[src/rtl/instr_fetch.sv]
// ============================================================================
// instr_fetch
// ----------------------------------------------------------------------------
// Instruction fetch stage. Holds the program counter, issues one instruction
// memory request at a time, buffers the returned word and offers it to decode
// over the give/get handshake. A redirect from execute replaces the PC. Any
// buffered word is dropped, and a response that is still in flight is
// swallowed.
//
// Ports:
//   clk              core clock
//   resetn_i         asynchronous active-low reset
//   IF_MEM_req_o     fetch request, held until MEM_IF_valid_i
//   IF_MEM_addr_o    fetch address (word aligned), stable while requesting
//   MEM_IF_valid_i   memory response valid, completes the request
//   MEM_IF_data_i    instruction word returned by memory
//   IF_ID_give_o     instruction available for decode
//   ID_IF_get_i      decode ready to accept
//   IF_ID_instr_o    buffered instruction
//   IF_ID_pc_o       PC of the buffered instruction
//   EX_IF_branch_i   redirect pulse from execute
//   EX_IF_target_i   redirect target (low two bits ignored)
//
// State table:
//   state     | meaning
//   ----------+---------------------------------------------------------------
//   S_IDLE    | one cycle after reset, no request
//   S_REQ     | request to r_pc outstanding
//   S_DISCARD | abandoned request outstanding, its response will be dropped
//   S_GIVE    | buffered instruction offered to decode
// ============================================================================
module instr_fetch #(
    parameter int unsigned        BITSIZE    = 32,
    parameter logic [BITSIZE-1:0] RESET_ADDR = '0
) (
    input  logic               clk,
    input  logic               resetn_i,
    output logic               IF_MEM_req_o,
    output logic [BITSIZE-1:0] IF_MEM_addr_o,
    input  logic               MEM_IF_valid_i,
    input  logic [31:0]        MEM_IF_data_i,
    output logic               IF_ID_give_o,
    input  logic               ID_IF_get_i,
    output logic [31:0]        IF_ID_instr_o,
    output logic [BITSIZE-1:0] IF_ID_pc_o,
    input  logic               EX_IF_branch_i,
    input  logic [BITSIZE-1:0] EX_IF_target_i
);

    typedef enum logic [1:0] {
        S_IDLE    = 2'd0,
        S_REQ     = 2'd1,
        S_DISCARD = 2'd2,
        S_GIVE    = 2'd3
    } state_t;

    state_t             r_state;
    state_t             w_state_nxt;
    logic [BITSIZE-1:0] r_pc;
    logic [BITSIZE-1:0] r_disc_addr;
    logic [31:0]        r_instr_buf;
    logic [BITSIZE-1:0] r_pc_buf;

    logic [BITSIZE-1:0] w_target;
    logic [BITSIZE-1:0] w_pc_inc;
    logic               w_accept;
    logic               w_abandon;

    // Masking (rather than slicing) keeps every target bit in use.
    assign w_target  = EX_IF_target_i & {{(BITSIZE-2){1'b1}}, 2'b00};
    assign w_pc_inc  = r_pc + {{(BITSIZE-3){1'b0}}, 3'b100};
    assign w_accept  = (r_state == S_REQ) && MEM_IF_valid_i && !EX_IF_branch_i;
    assign w_abandon = (r_state == S_REQ) && !MEM_IF_valid_i && EX_IF_branch_i;

    // ------------------------------------------------------------------
    // State register
    // ------------------------------------------------------------------
    always_ff @(posedge clk or negedge resetn_i) begin
        if (!resetn_i) begin
            r_state <= S_IDLE;
        end else begin
            r_state <= w_state_nxt;
        end
    end

    // ------------------------------------------------------------------
    // Next-state logic
    // ------------------------------------------------------------------
    always_comb begin
        w_state_nxt = r_state;
        case (r_state)
            S_IDLE: begin
                w_state_nxt = S_REQ;
            end
            S_REQ: begin
                if (MEM_IF_valid_i && !EX_IF_branch_i) begin
                    w_state_nxt = S_GIVE;
                end else if (!MEM_IF_valid_i && EX_IF_branch_i) begin
                    w_state_nxt = S_DISCARD;
                end else begin
                    w_state_nxt = S_REQ;
                end
            end
            S_DISCARD: begin
                if (MEM_IF_valid_i) begin
                    w_state_nxt = S_REQ;
                end
            end
            S_GIVE: begin
                if (EX_IF_branch_i || ID_IF_get_i) begin
                    w_state_nxt = S_REQ;
                end
            end
            default: begin
                w_state_nxt = S_IDLE;
            end
        endcase
    end

    // ------------------------------------------------------------------
    // Outputs
    // ------------------------------------------------------------------
    always_comb begin
        IF_MEM_req_o  = 1'b0;
        IF_MEM_addr_o = r_pc;
        IF_ID_give_o  = 1'b0;
        case (r_state)
            S_REQ: begin
                IF_MEM_req_o = 1'b1;
            end
            S_DISCARD: begin
                // r_pc may already hold the redirect target; memory must
                // still see the address of the request it is serving.
                IF_MEM_req_o  = 1'b1;
                IF_MEM_addr_o = r_disc_addr;
            end
            S_GIVE: begin
                // A redirect in the same cycle kills the offer immediately.
                IF_ID_give_o = !EX_IF_branch_i;
            end
            default: begin
                IF_MEM_req_o = 1'b0;
            end
        endcase
    end

    assign IF_ID_instr_o = r_instr_buf;
    assign IF_ID_pc_o    = r_pc_buf;

    // ------------------------------------------------------------------
    // PC and buffers
    // ------------------------------------------------------------------
    always_ff @(posedge clk or negedge resetn_i) begin
        if (!resetn_i) begin
            r_pc        <= RESET_ADDR;
            r_disc_addr <= RESET_ADDR;
            r_instr_buf <= '0;
            r_pc_buf    <= '0;
        end else begin
            if (EX_IF_branch_i) begin
                r_pc <= w_target;
            end else if (w_accept) begin
                r_pc <= w_pc_inc;
            end

            if (w_accept) begin
                r_instr_buf <= MEM_IF_data_i;
                r_pc_buf    <= r_pc;
            end

            if (w_abandon) begin
                r_disc_addr <= r_pc;
            end
        end
    end

endmodule

[config.mk]
export PLATFORM = sky130hd
export DESIGN_NAME = instr_fetch
export DESIGN_NICKNAME = d
export VERILOG_FILES = /design/src/rtl/instr_fetch.sv
export SDC_FILE = /design/constraint.sdc
export NUM_CORES = 1
export LEC_CHECK = 0
export CAP_MARGIN = 0
export CORE_UTILIZATION = 51
export DETAILED_ROUTE_END_ITERATION = 6
export GPL_TIMING_DRIVEN = 0
export PLACE_DENSITY_LB_ADDON = 0.25
export SYNTH_ARGS = -nofsm -noshare
export SYNTH_HDL_FRONTEND = slang
export SYNTH_SLANG_ARGS = --single-unit
[constraint.sdc]
create_clock -name clk -period 3.7 [get_ports clk]
set_clock_uncertainty 0.15 [all_clocks]
set_input_delay 0.74 -clock clk [delete_from_list [all_inputs] [get_ports clk]]
set_output_delay 0.74 -clock clk [all_outputs]
set_load 0.05 [all_outputs]
==> results.md <==
- Placed insts: 774
- Register area: 3100 um^2
- Synth Flop Type: dfrtp_1
- Initial Util: 52.3%
- Compound-Gate Fraction of Synth Area: 6.78%
- Relative slew slack: 52.2%
- Post-synth EDFFs: 0
- HPWL Detailed: 10100 um
- Largest net degree at the start of global routing: 79
- CTS tree: built
- Slowest stage delay, CP: 430 ps
- Commonest cells after routing, fill and taps aside: clkdlybuf4s50_1 (134), dfrtp_1 (124), mux2_2 (107)
- RSZ-0062 raised after global routing: false
- Cells after Synth: 470
- Final min period: 3420 ps
- Crit path max fanout: 10
- Syn avg cell area: 12.0 um^2
- Area Overhead vs Synth: 42.8%
- GR Util met2: 45.6%
- Core area: 10800 um^2
- Global-route wire length before repair: 23400 um
- CP top delay family: buffers and inverters
- Cell Chain, Critical Path: inv_1, ha_2, clkbuf_2, mux2_2, dlygate4sd2_1
- Io pins: 167
- Met1 usage: 32.3%
- Post-synth ARST share: 100%
- Most common cell after layout, fill and taps aside: clkdlybuf4s50_1
- Final Cycle Share: 92.5%
- Synth Area in Adders: 1.11%
- Gpl congestion: 0.847
- Sequential power share: 32.1%
- Synthesized flop and latch total: 124
- Final hold violation count: 0
- Slowest stage cell on the critical path: dlygate4sd2_1
- Net switching power: 2.68 mW
- Tot Pwr: 6.60 mW
- Vias per cell: 5.51
- DRC: 0
- Area of the die: 11500 um^2
- Share of layout cells above drive strength 1: 24.2%
- Fillers: 724
- Fraction of the yosys area taken by sequential cells: 55.0%
- TritonRoute pass-1 iters: 4
- Crit Path Class: reg2out
- Mapped Area: 5650 um^2
- Non-filler cells, final: 805
- Nets: 726
- Clk buf depth: 2
- Largest family of logic cells by synthesized area: multiplexers
- Mux cell area share after synthesis: 21.5%
- Post-route ant nets: 0
- Port Buf Inserts: 160
- Fmax: 292 MHz
- Power Internal: 3.92 mW
- # rows: 38
- P per Cell Area: 819 nW/um^2
- Drt wl/cell: 18.2 um
- GR Util met3: 6.50%
- Die span in y: 107 um
- Peak supply drop: 582 uV
- XOR/XNOR Fraction of Synth Area: 1.71%
- Yosys warns: 0
- Run status: finished clean
- P_leak: 3.46 nW
- Worst Hold Class: in2async
- Comb power frac: 43.7%
- Vias: 4432
- All-Layer GR Usage: 26.9%
- Crit path required time: 2810 ps
- Overflow left after global routing: 0
- Num CTS Buffers: 17
- Antenna diode count: 0
- Critical path buffers and inverters: 3
- DRT iter0 DRCs: 210
- Endpoints failing setup: 0
- Drt total wl: 14600 um
- Switching share of power: 40.6%
- CP Data Arrival Time: 2530 ps
- Synth cell types: 32
- Clock share of power: 24.2%
- Area occupied by multi-input gates: 2360 um^2
- Clk_lat worst skew: 520 ps
- Initial antenna violation count: 0
- Worst-Margin Slew: 718 ps
- H-tree lvl count: 4
- Reg clk slew, reported paths: 60 ps
- # clock sinks: 124
- Most Crowded Layer GR: met2
- Max Cap Viol: 0
- Root buffer cell: clkbuf_8
- Max-slew violations: 0
- Worst Setup End Kind: output port
- Die X: 107 um
- Post-Synth Simple-Gate Area: 10.3%
- Vias in the first global route: 4698
- Postcts setup bufs: 0
- Startpoint Class: register
[metal layers]
metal	part of all wire, %	vias up
li1	-	2035
met2	50	179
met5	0	-
met3	6.4	41
met1	40	2177
met4	3.1	0
[power by group through the flow]
stage	combinational, mW	clock (mW)	sequential (mW)
3_3_place_gp	2.85	0	2.10
6_report	2.88	1.60	2.12
5_1_grt	3.01	1.68	2.18
4_1_cts	2.91	1.62	2.12
3_5_place_dp	2.90	0	2.13
2_1_floorplan	0.866	0	3.14
[path summary, 6_finish.rpt]
| path | cells after the start | startpoint | to | slack [ps] |
|---|---|---|---|---|
| min in group clk | 2 | IF_ID_pc_o[10] | IF_ID_pc_o[10] | 330 |
| max in group asynchronous | 2 | resetn_i | IF_ID_pc_o[31] | 2670 |
| worst max register to register | 5 | r_state[0] | r_disc_addr[28] | 1210 |
| worst min-delay path | 1 | resetn_i | IF_ID_instr_o[6] | 6 |
| worst max-delay path | 5 | r_state[0] | IF_MEM_addr_o[18] | 280 |
| worst min register to register | 2 | IF_ID_pc_o[10] | IF_ID_pc_o[10] | 330 |
[worst reg2reg max path: cells and delay by family (launching register included)]
kind	cells	cell delay, ps
flip-flops	1	410
buffers and inverters	2	770
multiplexers	1	420
adder cells (fa/ha/maj)	1	200
AND/OR/NAND/NOR	1	420
[cell families after synthesis]
group / Yosys count
simple gates: 111
flops: 124
compound gates: 66
buf+inv: 44
xor+xnor: 11
mux: 108
other cells: 1
fa+ha+maj: 5
[stage by stage]
step                      setup TNS [ps]  worst slack [ps]  cell area, um^2  hold slack, ps  util (%)
after detailed placement               0              13.4             7460             323      69.1
after CTS                              0              9.94             8030            5.55      74.4
after global placement           -366490             -2970             7430             314      68.9
after floorplan                        0               706             5660             294         -
after global routing                   0               144             8060            19.4      74.7
final                                  0               279             8060            5.94      74.7
[synth_stat cells (4+ instances only)]
master / count / share of area (%)
mux2_2: 107 / 21
o21ai_0: 36 / 3.2
and4_1: 6 / 0.93
inv_1: 10 / 0.66
dfrtp_1: 124 / 55
nand3_1: 10 / 0.89
a31oi_1: 19 / 2.1
nand4_1: 8 / 0.89
buf_2: 9 / 0.80
clkbuf_1: 14 / 0.93
o31ai_1: 9 / 1.2
buf_1: 4 / 0.27
nor2_1: 19 / 1.3
xor2_1: 10 / 1.6
buf_4: 6 / 0.80
ha_1: 5 / 1.1
or4_1: 9 / 1.2
or3_1: 8 / 0.89
nand2_1: 40 / 2.7
and3_1: 5 / 0.55
[cell type report]
cell class,instances,share of cell area [%]
clock inverters,11,1.46
well taps,140,2.17
plain buffers,32,1.94
repair buffers,161,20.5
clock buffers,21,5.70
flip-flops and latches,124,38.5
multi-input cells,305,29.2
inverters,11,0.512
[timing repair]
| action | CTS | global route |
|---|---|---|
| endpoints found under the setup margin | 25 | 14 |
| pin swaps | 0 | 0 |
| resized for setup | 14 | 14 |
| hold buffers | 0 | 0 |
[sequential cells by signal, summed over array words and instances, names as in the netlist]
signal         flops
r_disc_addr       30
r_state            2
r_pc              30
IF_ID_instr_o     32
IF_ID_pc_o        30
No activity file was read; power rests on OpenSTA's default activity.
==> variant: new RTL, config.mk and constraints unchanged <==
The 4 states of `state_t` get a one-hot encoding in 4 bits.
--- a/src/rtl/instr_fetch.sv
+++ b/src/rtl/instr_fetch.sv
@@ -47,11 +47,11 @@
     input  logic [BITSIZE-1:0] EX_IF_target_i
 );
 
-    typedef enum logic [1:0] {
-        S_IDLE    = 2'd0,
-        S_REQ     = 2'd1,
-        S_DISCARD = 2'd2,
-        S_GIVE    = 2'd3
+    typedef enum logic [3:0] {
+        S_IDLE    = 4'b0001,
+        S_REQ     = 4'b0010,
+        S_DISCARD = 4'b0100,
+        S_GIVE    = 4'b1000
     } state_t;
 
     state_t             r_state;
Behaviour: same outputs for any inputs over 4 cycles, from zero or initial values and one cycle with resetn_i low; so few cycles prove little.
==> variant against the original RTL <==
Routed wire length increased by 1.7%; area after synthesis increased by 3.2%; cell count increased by 1.5%; setup slack got worse by 0.13 ns; critical path type is now in2out; critical endpoint is now IF_ID_give_o; global-route usage decreased by 0.49 points; cell area increased by 1.8%; sequential cell count increased by 2; sequential share of layout area decreased by 0.073 points; total power increased by 6.9%; highest routed layer unchanged; maximum frequency decreased by 3.6%.
==> variant: results (changes against the original RTL) <==
Drt:
- The overall routed net length is 14.9 mm (+1.7%).
- The number of DRC markers after the initial detailed-route iteration is 309 (+47%).
- The number of vias after detailed routing is 4690 (+5.8%).
- The number of iterations in the first detailed-routing pass came to 5 (+1).

Power:
- The static leakage came to 3.41 nW (-1.5%).
- The largest vdd supply drop came to 0.524 mV (-10%).
- The design internal power is 0.00420 W (+7.1%).

Logic synthesis:
- In the post-synthesis netlist, the biggest area contributors are sky130_fd_sc_hd__dfrtp_1 54%, sky130_fd_sc_hd__mux2_2 22%, sky130_fd_sc_hd__a31oi_1 2.4%.
- The post-synthesis mux area share is 0.226 (+0.0107).
- The area fraction in compound gates after synthesis is 0.0722 (+0.00435).
- The number of distinct library cells after synthesis is 39 (+22%).
- The proportion of register bits with asynchronous set or reset after synthesis came to 1.00 (unchanged).
- By count the netlist is led by 125 x sky130_fd_sc_hd__dfrtp_1, 116 x sky130_fd_sc_hd__mux2_2, 29 x sky130_fd_sc_hd__clkbuf_1.
- The fraction of the mapped netlist area in adder cells is 0.00644 (-0.00464).
- The xor and xnor area share after synthesis is 0.00902 (-0.00804).
- The sequential fraction of the synthesis area was 0.541 (-0.00819).
- The most instantiated flip-flop cell in the synthesis netlist is sky130_fd_sc_hd__dfrtp_1.

STA:
- The remaining max-slew budget at the tightest pin is 0.544 (+0.0224).

CTS:
- The clock insertion delay at the later pin of the skew report is 0.41 ns (-0.11 ns).
- The total number of H-tree levels was 4 (unchanged).
- The clock slew at the register clock pins of the worst setup and hold paths was 0.06 ns (about the same).
- The largest buffer count on any clock path is 2 (unchanged).
- The setup fix buffers added after clock tree synthesis is 0 (unchanged).
- The root buffer cell chosen for the clock tree is sky130_fd_sc_hd__clkbuf_16.
- The number of clock buffers inserted by TritonCTS is 17 (unchanged).

GRT:
- The first-pass GRT wire length came to 23.9 mm (+2.3%).
- The via count of the first global-routing pass was 4766 (+1.4%).
- The initial antenna violation count came to 0 (unchanged).
- The global routing usage summed across all routing layers came to 0.264 (-0.00491).
- The largest net degree at the start of global routing is 79 (unchanged).

Place:
- The final estimated routing congestion in global placement came to 0.774 (-8.7%).
- The post-DP HPWL is 10.2 mm (+1.2%).
- The port buffer count is 160 (unchanged).
- The worst slack after detailed placement is -0.127 ns (-0.140 ns).

Cells and area:
- The flip-flop count of the largest register after layout came to 32 (unchanged).
- The antenna diode count came to 0 (unchanged).
- The layout cell share with drive strength beyond 1 came to 0.241 (-0.00134).
- The total number of nets in the final design is 737 (+1.5%).

Min path:
- The class of the worst hold path is in2async.

Run status:
- The flow ran to the end, and the final reports show no timing, DRC or antenna violations.

Setup path:
- The signal arrival time at the worst endpoint is 2.66 ns (+0.13 ns).
- The largest fanout of any net on the critical path was 10 (unchanged).
==> variant: stage by stage <==
step / setup TNS (ns) / cells / hold WS, ns / cell area, sq um / util
5_1_grt: 0 / 817 / 0.136 / 8210 / 0.748
6_report: 0 / 817 / 0.110 / 8210 / 0.748
3_3_place_gp: -387.51 / 785 / 0.315 / 7610 / 0.693
3_5_place_dp: -0.460 / 786 / 0.320 / 7640 / 0.696
4_1_cts: 0 / 817 / 0.120 / 8200 / 0.747
2_1_floorplan: 0 / 485 / 0.294 / 5840 / -
==> variant: routing by layer <==
metal / vias to the layer above / part of all wire / track usage
met1: 2310 / 0.42 / 0.342
met4: 0 / 0.014 / 0.0888
li1: 2130 / - / -
met3: 22 / 0.075 / 0.0592
met5: - / 0 / 0
met2: 228 / 0.49 / 0.438
==> variant: power by group through the flow <==
stage                     clock (W)  combinational (W)  sequential, W
after global routing        0.00175            0.00329        0.00231
after floorplan                   0           0.000948        0.00339
after CTS                   0.00169            0.00317        0.00224
final                       0.00167            0.00315        0.00224
after detailed placement          0            0.00318        0.00226
after global placement            0            0.00312        0.00222
==> variant: critical path: stages <==
cell and delay (ns):
sky130_fd_sc_hd__clkdlybuf4s50_1 0.48, sky130_fd_sc_hd__clkbuf_2 0.24, sky130_fd_sc_hd__clkbuf_2 0.24, sky130_fd_sc_hd__nor2_1 0.14, sky130_fd_sc_hd__clkdlybuf4s50_1 0.82
==> variant: worst paths after layout <==
check,to,slack [ns],start,cells after the start
hold / removal,IF_ID_instr_o[27]$_DFFE_PN0P_,0.11,resetn_i,1
max in group asynchronous,r_state[0]$_DFFE_PN1P_,2.50,resetn_i,2
hold reg to reg,IF_ID_pc_o[14]$_DFFE_PN0P_,0.33,IF_ID_pc_o[14]$_DFFE_PN0P_,2
min in group clk,IF_ID_pc_o[14]$_DFFE_PN0P_,0.33,IF_ID_pc_o[14]$_DFFE_PN0P_,2
setup reg to reg,r_pc[17]$_DFFE_PN0P_,0.89,r_state[2]$_DFFE_PN0P_,7
setup / recovery,IF_ID_give_o,0.15,EX_IF_branch_i,5
==> variant: area by class of cell <==
class,count,area [sq um]
flip-flops and latches,126,3150
clock inverters,11,143
clock buffers,20,447
well taps,140,175
inverters,5,18.8
fillers,760,2770
plain buffers,38,170
repair buffers,161,1600
multi-input cells,316,2510
==> variant: cell families (layout without fill, tap and decap cells) <==
family          Yosys count  count (layout)
mux                     117             117
xor+xnor                  6               6
fa+ha+maj                 3               3
simple gates            120             120
compound gates           66              66
buf+inv                  43             235
flops                   126             126
other cells               1               4
==> variant: repair_timing <==
item,CTS,global route
pin swaps,0,0
gates cloned,0,0
setup endpoints to repair,31,29
resized for setup,31,2
